### src/rtl/wfsm_param_pkg.sv
// -----------------------------------------------------------------------------
// fifo_pkg
// Types and helpers shared by the dual-clock FIFO write- and read-side
// controllers.
//   wstate_e  : 2-bit controller state (RESET/IDLE/WRITE/FULL)
//   bin2gray  : binary -> reflected Gray (operands up to 32 bits, zero-extended)
//   gray2bin  : Gray -> binary (operands up to 32 bits, zero-extended)
// Callers size-cast the 32-bit results back to their own pointer width.
// -----------------------------------------------------------------------------
package fifo_pkg;

  typedef enum logic [1:0] {
    ST_RESET = 2'd0,
    ST_IDLE  = 2'd1,
    ST_WRITE = 2'd2,
    ST_FULL  = 2'd3
  } wstate_e;

  function automatic logic [31:0] bin2gray(input logic [31:0] b);
    return b ^ (b >> 1);
  endfunction

  function automatic logic [31:0] gray2bin(input logic [31:0] g);
    logic [31:0] b;
    b[31] = g[31];
    for (int i = 30; i >= 0; i--) begin
      b[i] = b[i+1] ^ g[i];
    end
    return b;
  endfunction

endpackage

### src/rtl/wfsm_param_if.sv
// -----------------------------------------------------------------------------
// wfsm_param_if
// Bundle between the FIFO write-side controller and its user / RAM / read-side
// synchroniser.
//   insert, flush, sync_rdptr        : driven by the master (producer side)
//   wren, wraddr, wrptr, full,
//   almost_full, level, overflow,
//   state                             : driven by the slave (wfsm_param)
//   ovf_count                         : only when WFSM_OVF_CNT_EN is defined
// Modports: master (producer / testbench), slave (controller).
// -----------------------------------------------------------------------------
interface wfsm_param_if #(
  parameter int ADDR_BITS = 8
`ifdef WFSM_OVF_CNT_EN
  , parameter int OVF_CNT_BITS = 8
`endif
);
  logic                 insert;
  logic                 flush;
  logic [ADDR_BITS:0]   sync_rdptr;
  logic                 wren;
  logic [ADDR_BITS-1:0] wraddr;
  logic [ADDR_BITS:0]   wrptr;
  logic                 full;
  logic                 almost_full;
  logic [ADDR_BITS:0]   level;
  logic                 overflow;
  logic [1:0]           state;
`ifdef WFSM_OVF_CNT_EN
  logic [OVF_CNT_BITS-1:0] ovf_count;

  modport master (
    output insert, flush, sync_rdptr,
    input  wren, wraddr, wrptr, full, almost_full, level, overflow, state, ovf_count
  );
  modport slave (
    input  insert, flush, sync_rdptr,
    output wren, wraddr, wrptr, full, almost_full, level, overflow, state, ovf_count
  );
`else
  modport master (
    output insert, flush, sync_rdptr,
    input  wren, wraddr, wrptr, full, almost_full, level, overflow, state
  );
  modport slave (
    input  insert, flush, sync_rdptr,
    output wren, wraddr, wrptr, full, almost_full, level, overflow, state
  );
`endif
endinterface

### src/rtl/gray2bin_conv.sv
// -----------------------------------------------------------------------------
// gray2bin_conv
// Purely combinational Gray -> binary converter of parametrised width.
//   gray_i : W-bit Gray code
//   bin_o  : W-bit binary equivalent
// Each binary bit is the XOR of all Gray bits at or above it, written as an
// independent reduction per bit so no bit depends on another output bit.
// -----------------------------------------------------------------------------
module gray2bin_conv #(
  parameter int W = 9
) (
  input  logic [W-1:0] gray_i,
  output logic [W-1:0] bin_o
);

  for (genvar gi = 0; gi < W; gi++) begin : g_bit
    assign bin_o[gi] = ^gray_i[W-1:gi];
  end

endmodule

### src/rtl/wfsm_param.sv
// -----------------------------------------------------------------------------
// wfsm_param
// Write-side controller of the dual-clock FIFO. Owns the binary write pointer,
// the registered Gray write pointer handed to the read-domain synchroniser and
// the RAM write strobe/address. Also reports full, fill level, almost-full and
// a sticky overflow flag. sync_rdptr must already be synchronised into clk_in.
//   clk_in : write-domain clock (rising edge)
//   rst    : synchronous active-high reset
//   bus    : wfsm_param_if.slave (insert/flush/sync_rdptr in; wren, wraddr,
//            wrptr, full, almost_full, level, overflow, state out)
// Optional: define WFSM_OVF_CNT_EN to add bus.ovf_count, a saturating count of
// inserts dropped while full (cleared by rst or flush).
// -----------------------------------------------------------------------------
module wfsm_param
  import fifo_pkg::*;
#(
  parameter int ADDR_BITS    = 8,
  parameter int AF_THRESH    = 2**ADDR_BITS - 4,
  parameter int OVF_CNT_BITS = 8
) (
  input  logic           clk_in,
  input  logic           rst,
  wfsm_param_if.slave    bus
);

  localparam int            A      = ADDR_BITS;
  localparam logic [A:0]    AF_LVL = (A+1)'(AF_THRESH);

  wstate_e    state_q, state_d;
  logic [A:0] wbin_q, wbin_d;
  logic [A:0] wrptr_q, gray_next;
  logic [A:0] level_q, level_d;
  logic [A:0] rbin, full_cmp;
  logic       full_q, full_d;
  logic       af_q, ovf_q;
  logic       in_service, accept, reject;

  gray2bin_conv #(.W(A+1)) u_rd_g2b (
    .gray_i (bus.sync_rdptr),
    .bin_o  (rbin)
  );

  // Datapath next-state. Inserts are only serviced outside RESET and when no
  // flush/reset is pending; the full check uses the registered flag, so a
  // read-pointer advance only frees space from the following cycle.
  always_comb begin
    in_service = (state_q != ST_RESET) & ~bus.flush & ~rst;
    accept     = bus.insert & ~full_q & in_service;
    reject     = bus.insert &  full_q & in_service;
    wbin_d     = wbin_q + (A+1)'(accept);
    gray_next  = (A+1)'(bin2gray(32'(wbin_d)));
    // Full when write is exactly one lap ahead: in Gray that means the top two
    // bits are inverted relative to the read pointer and the rest match.
    full_cmp   = {~bus.sync_rdptr[A:A-1], bus.sync_rdptr[A-2:0]};
    full_d     = (gray_next == full_cmp);
    level_d    = wbin_d - rbin;
  end

  always_ff @(posedge clk_in) begin
    if (rst | bus.flush) begin
      wbin_q  <= '0;
      wrptr_q <= '0;
      full_q  <= 1'b0;
      level_q <= '0;
      af_q    <= 1'b0;
      ovf_q   <= 1'b0;
    end else begin
      wbin_q  <= wbin_d;
      wrptr_q <= gray_next;
      full_q  <= full_d;
      level_q <= level_d;
      af_q    <= (level_d >= AF_LVL);
      if (reject) ovf_q <= 1'b1;
    end
  end

  // FSM: state register
  always_ff @(posedge clk_in) begin
    if (rst) state_q <= ST_RESET;
    else     state_q <= state_d;
  end

  // FSM: next-state logic
  always_comb begin
    state_d = state_q;
    if (bus.flush) begin
      state_d = ST_RESET;
    end else if (state_q == ST_RESET) begin
      state_d = ST_IDLE;
    end else if (full_d) begin
      state_d = ST_FULL;
    end else if (accept) begin
      state_d = ST_WRITE;
    end else begin
      state_d = ST_IDLE;
    end
  end

  // FSM / datapath outputs
  always_comb begin
    bus.wren        = accept;
    bus.wraddr      = wbin_q[A-1:0];
    bus.wrptr       = wrptr_q;
    bus.full        = full_q;
    bus.almost_full = af_q;
    bus.level       = level_q;
    bus.overflow    = ovf_q;
    bus.state       = state_q;
  end

`ifdef WFSM_OVF_CNT_EN
  logic [OVF_CNT_BITS-1:0] ovf_cnt_q;

  always_ff @(posedge clk_in) begin
    if (rst | bus.flush) begin
      ovf_cnt_q <= '0;
    end else if (reject && (ovf_cnt_q != '1)) begin
      ovf_cnt_q <= ovf_cnt_q + 1'b1;
    end
  end

  assign bus.ovf_count = ovf_cnt_q;
`else
  // Counter width only matters when the counter exists; this empty block
  // keeps the parameter referenced in the default build.
  if (OVF_CNT_BITS < 1) begin : g_no_ovf_cnt
  end
`endif

endmodule

### src/flat_wrapper.sv
// flat-port wrapper written by rule: the top's interface ports become plain ports
module wfsm_param_flat import fifo_pkg::*;
#(
  parameter int ADDR_BITS    = 8,
  parameter int AF_THRESH    = 2**ADDR_BITS - 4,
  parameter int OVF_CNT_BITS = 8
)
  (clk_in, rst, bus_insert, bus_flush, bus_sync_rdptr, bus_wren, bus_wraddr, bus_wrptr, bus_full, bus_almost_full, bus_level, bus_overflow, bus_state);
  wfsm_param_if #(.ADDR_BITS(ADDR_BITS)) bus_i ();
  input  logic clk_in;
  input  logic rst;
  input wire logic [$bits(bus_i.insert)-1:0] bus_insert;
  input wire logic [$bits(bus_i.flush)-1:0] bus_flush;
  input wire logic [$bits(bus_i.sync_rdptr)-1:0] bus_sync_rdptr;
  output wire logic [$bits(bus_i.wren)-1:0] bus_wren;
  output wire logic [$bits(bus_i.wraddr)-1:0] bus_wraddr;
  output wire logic [$bits(bus_i.wrptr)-1:0] bus_wrptr;
  output wire logic [$bits(bus_i.full)-1:0] bus_full;
  output wire logic [$bits(bus_i.almost_full)-1:0] bus_almost_full;
  output wire logic [$bits(bus_i.level)-1:0] bus_level;
  output wire logic [$bits(bus_i.overflow)-1:0] bus_overflow;
  output wire logic [$bits(bus_i.state)-1:0] bus_state;
  assign bus_i.insert = bus_insert;
  assign bus_i.flush = bus_flush;
  assign bus_i.sync_rdptr = bus_sync_rdptr;
  assign bus_wren = bus_i.wren;
  assign bus_wraddr = bus_i.wraddr;
  assign bus_wrptr = bus_i.wrptr;
  assign bus_full = bus_i.full;
  assign bus_almost_full = bus_i.almost_full;
  assign bus_level = bus_i.level;
  assign bus_overflow = bus_i.overflow;
  assign bus_state = bus_i.state;
  wfsm_param #(.ADDR_BITS(ADDR_BITS), .AF_THRESH(AF_THRESH), .OVF_CNT_BITS(OVF_CNT_BITS)) u_core (.clk_in(clk_in), .rst(rst), .bus(bus_i));
endmodule
### config.mk
export PLATFORM = sky130hd
export DESIGN_NAME = wfsm_param_flat
export DESIGN_NICKNAME = d
export VERILOG_FILES = /design/src/rtl/wfsm_param_pkg.sv /design/src/rtl/wfsm_param_if.sv /design/src/rtl/gray2bin_conv.sv /design/src/rtl/wfsm_param.sv /design/src/flat_wrapper.sv
export SDC_FILE = /design/constraint.sdc
export NUM_CORES = 1
export LEC_CHECK = 0
export ABC_AREA = 1
export CAP_MARGIN = 20
export CORE_MARGIN = 2
export CORE_UTILIZATION = 45
export DETAILED_ROUTE_END_ITERATION = 10
export GPL_TIMING_DRIVEN = 0
export HOLD_SLACK_MARGIN = 0.1
export PLACE_DENSITY = 0.84
export SETUP_SLACK_MARGIN = 0.3
export SLEW_MARGIN = 30
export SYNTH_ARGS = -nofsm -noshare
export SYNTH_HDL_FRONTEND = slang
export SYNTH_SLANG_ARGS = --single-unit
### constraint.sdc
create_clock -name clk_in -period 3.7 [get_ports clk_in]
set_input_delay 1.11 -clock clk_in [delete_from_list [all_inputs] [get_ports clk_in]]
set_output_delay 1.11 -clock clk_in [all_outputs]
set_load 0.01 [all_outputs]
==> run summary <==
Result of the run: finished clean
Area share of the largest cell type after synthesis: 33.5%
Number of nets in the synthesized netlist: 297
Layout cells sized above 1: 23.5%
Global routing met1 resource utilization: 25.9%
Post-layout net count: 364
Cell-internal power: 0.000575 W
Pre-CTS setup slack: -460 ps
Main flop type after synthesis: dfxtp_1
Post-detail-place hpwl: 3.40 mm
Non-filler cells, final: 391
Hold Buf Count CTS: 0
Setup repair after global routing missed its margin: true
Initial drt markers: 94
Fill count: 286
Cell types occupying the most area after synthesis: dfxtp_1 33%, nand2_1 16%, xor2_1 8.5%
Average cell area after synthesis: 6.79 um2
Count of final max-slew check failures: 0
Post-Layout Inst Area: 2900 um2
Synthesized flop and latch total: 31
Met2 routing resource usage after global routing: 38.5%
Shortest period the worst path allows: 3330 ps
Data arrival time of the critical path: 3510 ps
Switching part of the total power: 30.6%
Height of the chip: 68.2 um
Core footprint: 3970 um2
Ys async rst share: 0%
Number of detailed-routing iterations run before antenna repair: 4
Sort of element at the end of the critical path: flip-flop
Final clock period utilization by the worst path: 90.0%
Most Used Layer, Global Route: met2
Cell area reported after detailed placement: 2490 um2
Number of port buffers: 43
Number of maximum-capacitance violations: 0
Peak supply drop: 130 uV
Achievable frequency: 300 MHz
Required @ worst endpoint: 3880 ps
Final Setup Violations: 0
Initial standard-cell utilization of the core: 46.7%
Die X-Extent: 68.2 um
DR WL/cell: 13.2 um
Area growth, synth to finish: 56.4%
Nature of the critical path startpoint: input pin
Number of cell rows: 23
Depth of the worst hold-timing path: 1
Number of levels in the clock H-tree: 2
Routed vias: 1,935
Wire length of the first global-routing pass: 7.61 mm
GRT met3 Usage: 4.77%
Kind of critical path: input pin to flip-flop
Fraction of power consumed by sequential logic: 42.0%
Synth unique cells: 24
Die area: 4650 um2
Worst skew pair latency: 290 ps
GRT Overall Usage: 22.5%
Clock Sinks: 31
Post-route DRC: 0
Highest-count cells in the layout ignoring fill and taps: 66 x nand2_1, 34 x nor2_1, 33 x clkdlybuf4s50_1
Worst Tran Pin Value: 509 ps
Share of total power in combinational logic: 27.2%
Portion of total power attributed to the clock network: 30.9%
Max_slew headroom: 66.0%
Placed cell count: 366
Antenna violation net count after detailed routing: 0
Inserted Clock Buffers: 5
Via count of the first global-routing pass: 1,754
Setup clock skew after layout: 5.12 ps
CTS Root Buffer Type: clkbuf_8
Net Sw Power: 0.000253 W
Grt total ovfl: 0
Vias per inst: 4.95
Mapped Area: 1850 um2
Pwr per Cell Area: 286 nW/um2
Number of synthesis warnings: 0
Clk buf depth: 2
Sequential cell area fraction in the yosys report: 33.5%
Antenna violations before repair: 0
Antenna diode count: 0
CP Max Fanout: 4
Overall routed net length: 5.15 mm
Count of boundary I/O pins: 45
Last weighted congestion value of the routability-driven placer: 0.818
Final hold viol count: 0
Clock-pin slew on the worst setup and hold paths: 60 ps
Post-synth EDFFs: 0
Maximum number of pins on one net before global-route repair: 11
Commonest non-fill, non-tap cell in the layout: nand2_1
Type of the worst min-delay path: flip-flop to flip-flop
Leakage: 1.38 nW
Area leader, netlist: dfxtp_1
Final critical-path setup slack: 370 ps
Path depth of the worst reg2reg path: 15
Clock tree from TritonCTS: done
Cell count after synthesis: 273
## worst max-delay path, cell delays in order
cell and delay (ps):
buf_6 100, nor2_4 130, o21ai_4 80, nor3b_4 280, ha_2 250, nand3_4 120, nor2_4 220, nand3_4 110
xor2_4 190, inv_2 80, ha_4 240, nand2_2 60, inv_2 40, a221oi_4 240, nand3_2 110, nand3_2 110
nand2_1 50
## per-stage QoR
stage	hold slack [ps]	total power [W]	util, %	TNS (ps)
floorplan	509	0.000481	-	0
global placement	457	0.000538	62.7	-3270
detailed placement	465	0.000545	62.7	-3370
CTS	480	0.000808	70.0	0
global route	484	0.000862	73.0	0
finish	480	0.000828	73.0	0
## timing repair
item                                    4_1_cts  5_1_grt
pin swaps                                    12       25
resized for setup                            25       29
endpoints found under the setup margin       12        8
setup buffers                                13        4
## worst paths after layout
path | startpoint | end | slack, ps
setup reg to reg | u_core.bus.state[0]$_SDFF_PP0_ | u_core.bus.almost_full$_SDFF_PP0_ | 1020
hold reg to reg | u_core.bus.overflow$_SDFFE_PP0P_ | u_core.bus.overflow$_SDFFE_PP0P_ | 480
setup / recovery | rst | u_core.bus.almost_full$_SDFF_PP0_ | 370
hold / removal | u_core.bus.overflow$_SDFFE_PP0P_ | u_core.bus.overflow$_SDFFE_PP0P_ | 480
## power groups by stage
stage                     registers (W)  logic [W]  clock network [W]
after CTS                      0.000347   0.000206           0.000255
after global routing           0.000348   0.000246           0.000267
after global placement         0.000354   0.000184                  0
after floorplan                0.000360   0.000122                  0
after detailed placement       0.000355   0.000190                  0
final                          0.000347   0.000225           0.000255
## state kept, by name, summed over array words and instances (netlist names)
register,count
u_core.bus.state,2
u_core.bus.level,9
u_core.wbin_q,8
u_core.bus.wrptr,9
u_core.bus.overflow,1
u_core.bus.almost_full,1
u_core.bus.full,1
## kinds of logic after synthesis
family                     after synthesis  synth area share [%]
AOI/OAI and AO/OA                       11                  3.44
xor gates and xnor gates                24                  11.7
adders and majority gates               11                  7.83
buffers and inverters                   40                  8.17
DFF                                     31                  33.5
and+or+nand+nor                        156                  35.3
## metal layers
metal | share of wire [%] | up-vias
met5 | 0 | -
met1 | 40 | 876
met2 | 52 | 68
met3 | 5.3 | 13
li1 | - | 978
met4 | 2.5 | 0
## cell usage after synthesis (3+ instances only)
master / number
xor2_1: 18
nor2_1: 37
ha_1: 10
dfxtp_1: 31
xnor2_1: 5
inv_1: 36
nand3_1: 30
nand3b_1: 3
nand2_1: 78
a21oi_1: 7
or2_2: 3
## cell type report
cell class              count  area, um2  share of cell area (%)
clock buffers               7       76.3                    2.63
inverters                  37        139                    4.79
multi-input cells         202       1420                    49.0
repair buffers             60        563                    19.4
well taps                  50       62.6                    2.16
flip-flops and latches     31        621                    21.4
plain buffers               3       12.5                   0.432
clock inverters             1       5.00                   0.173
Power figures use the tool's default switching activity.
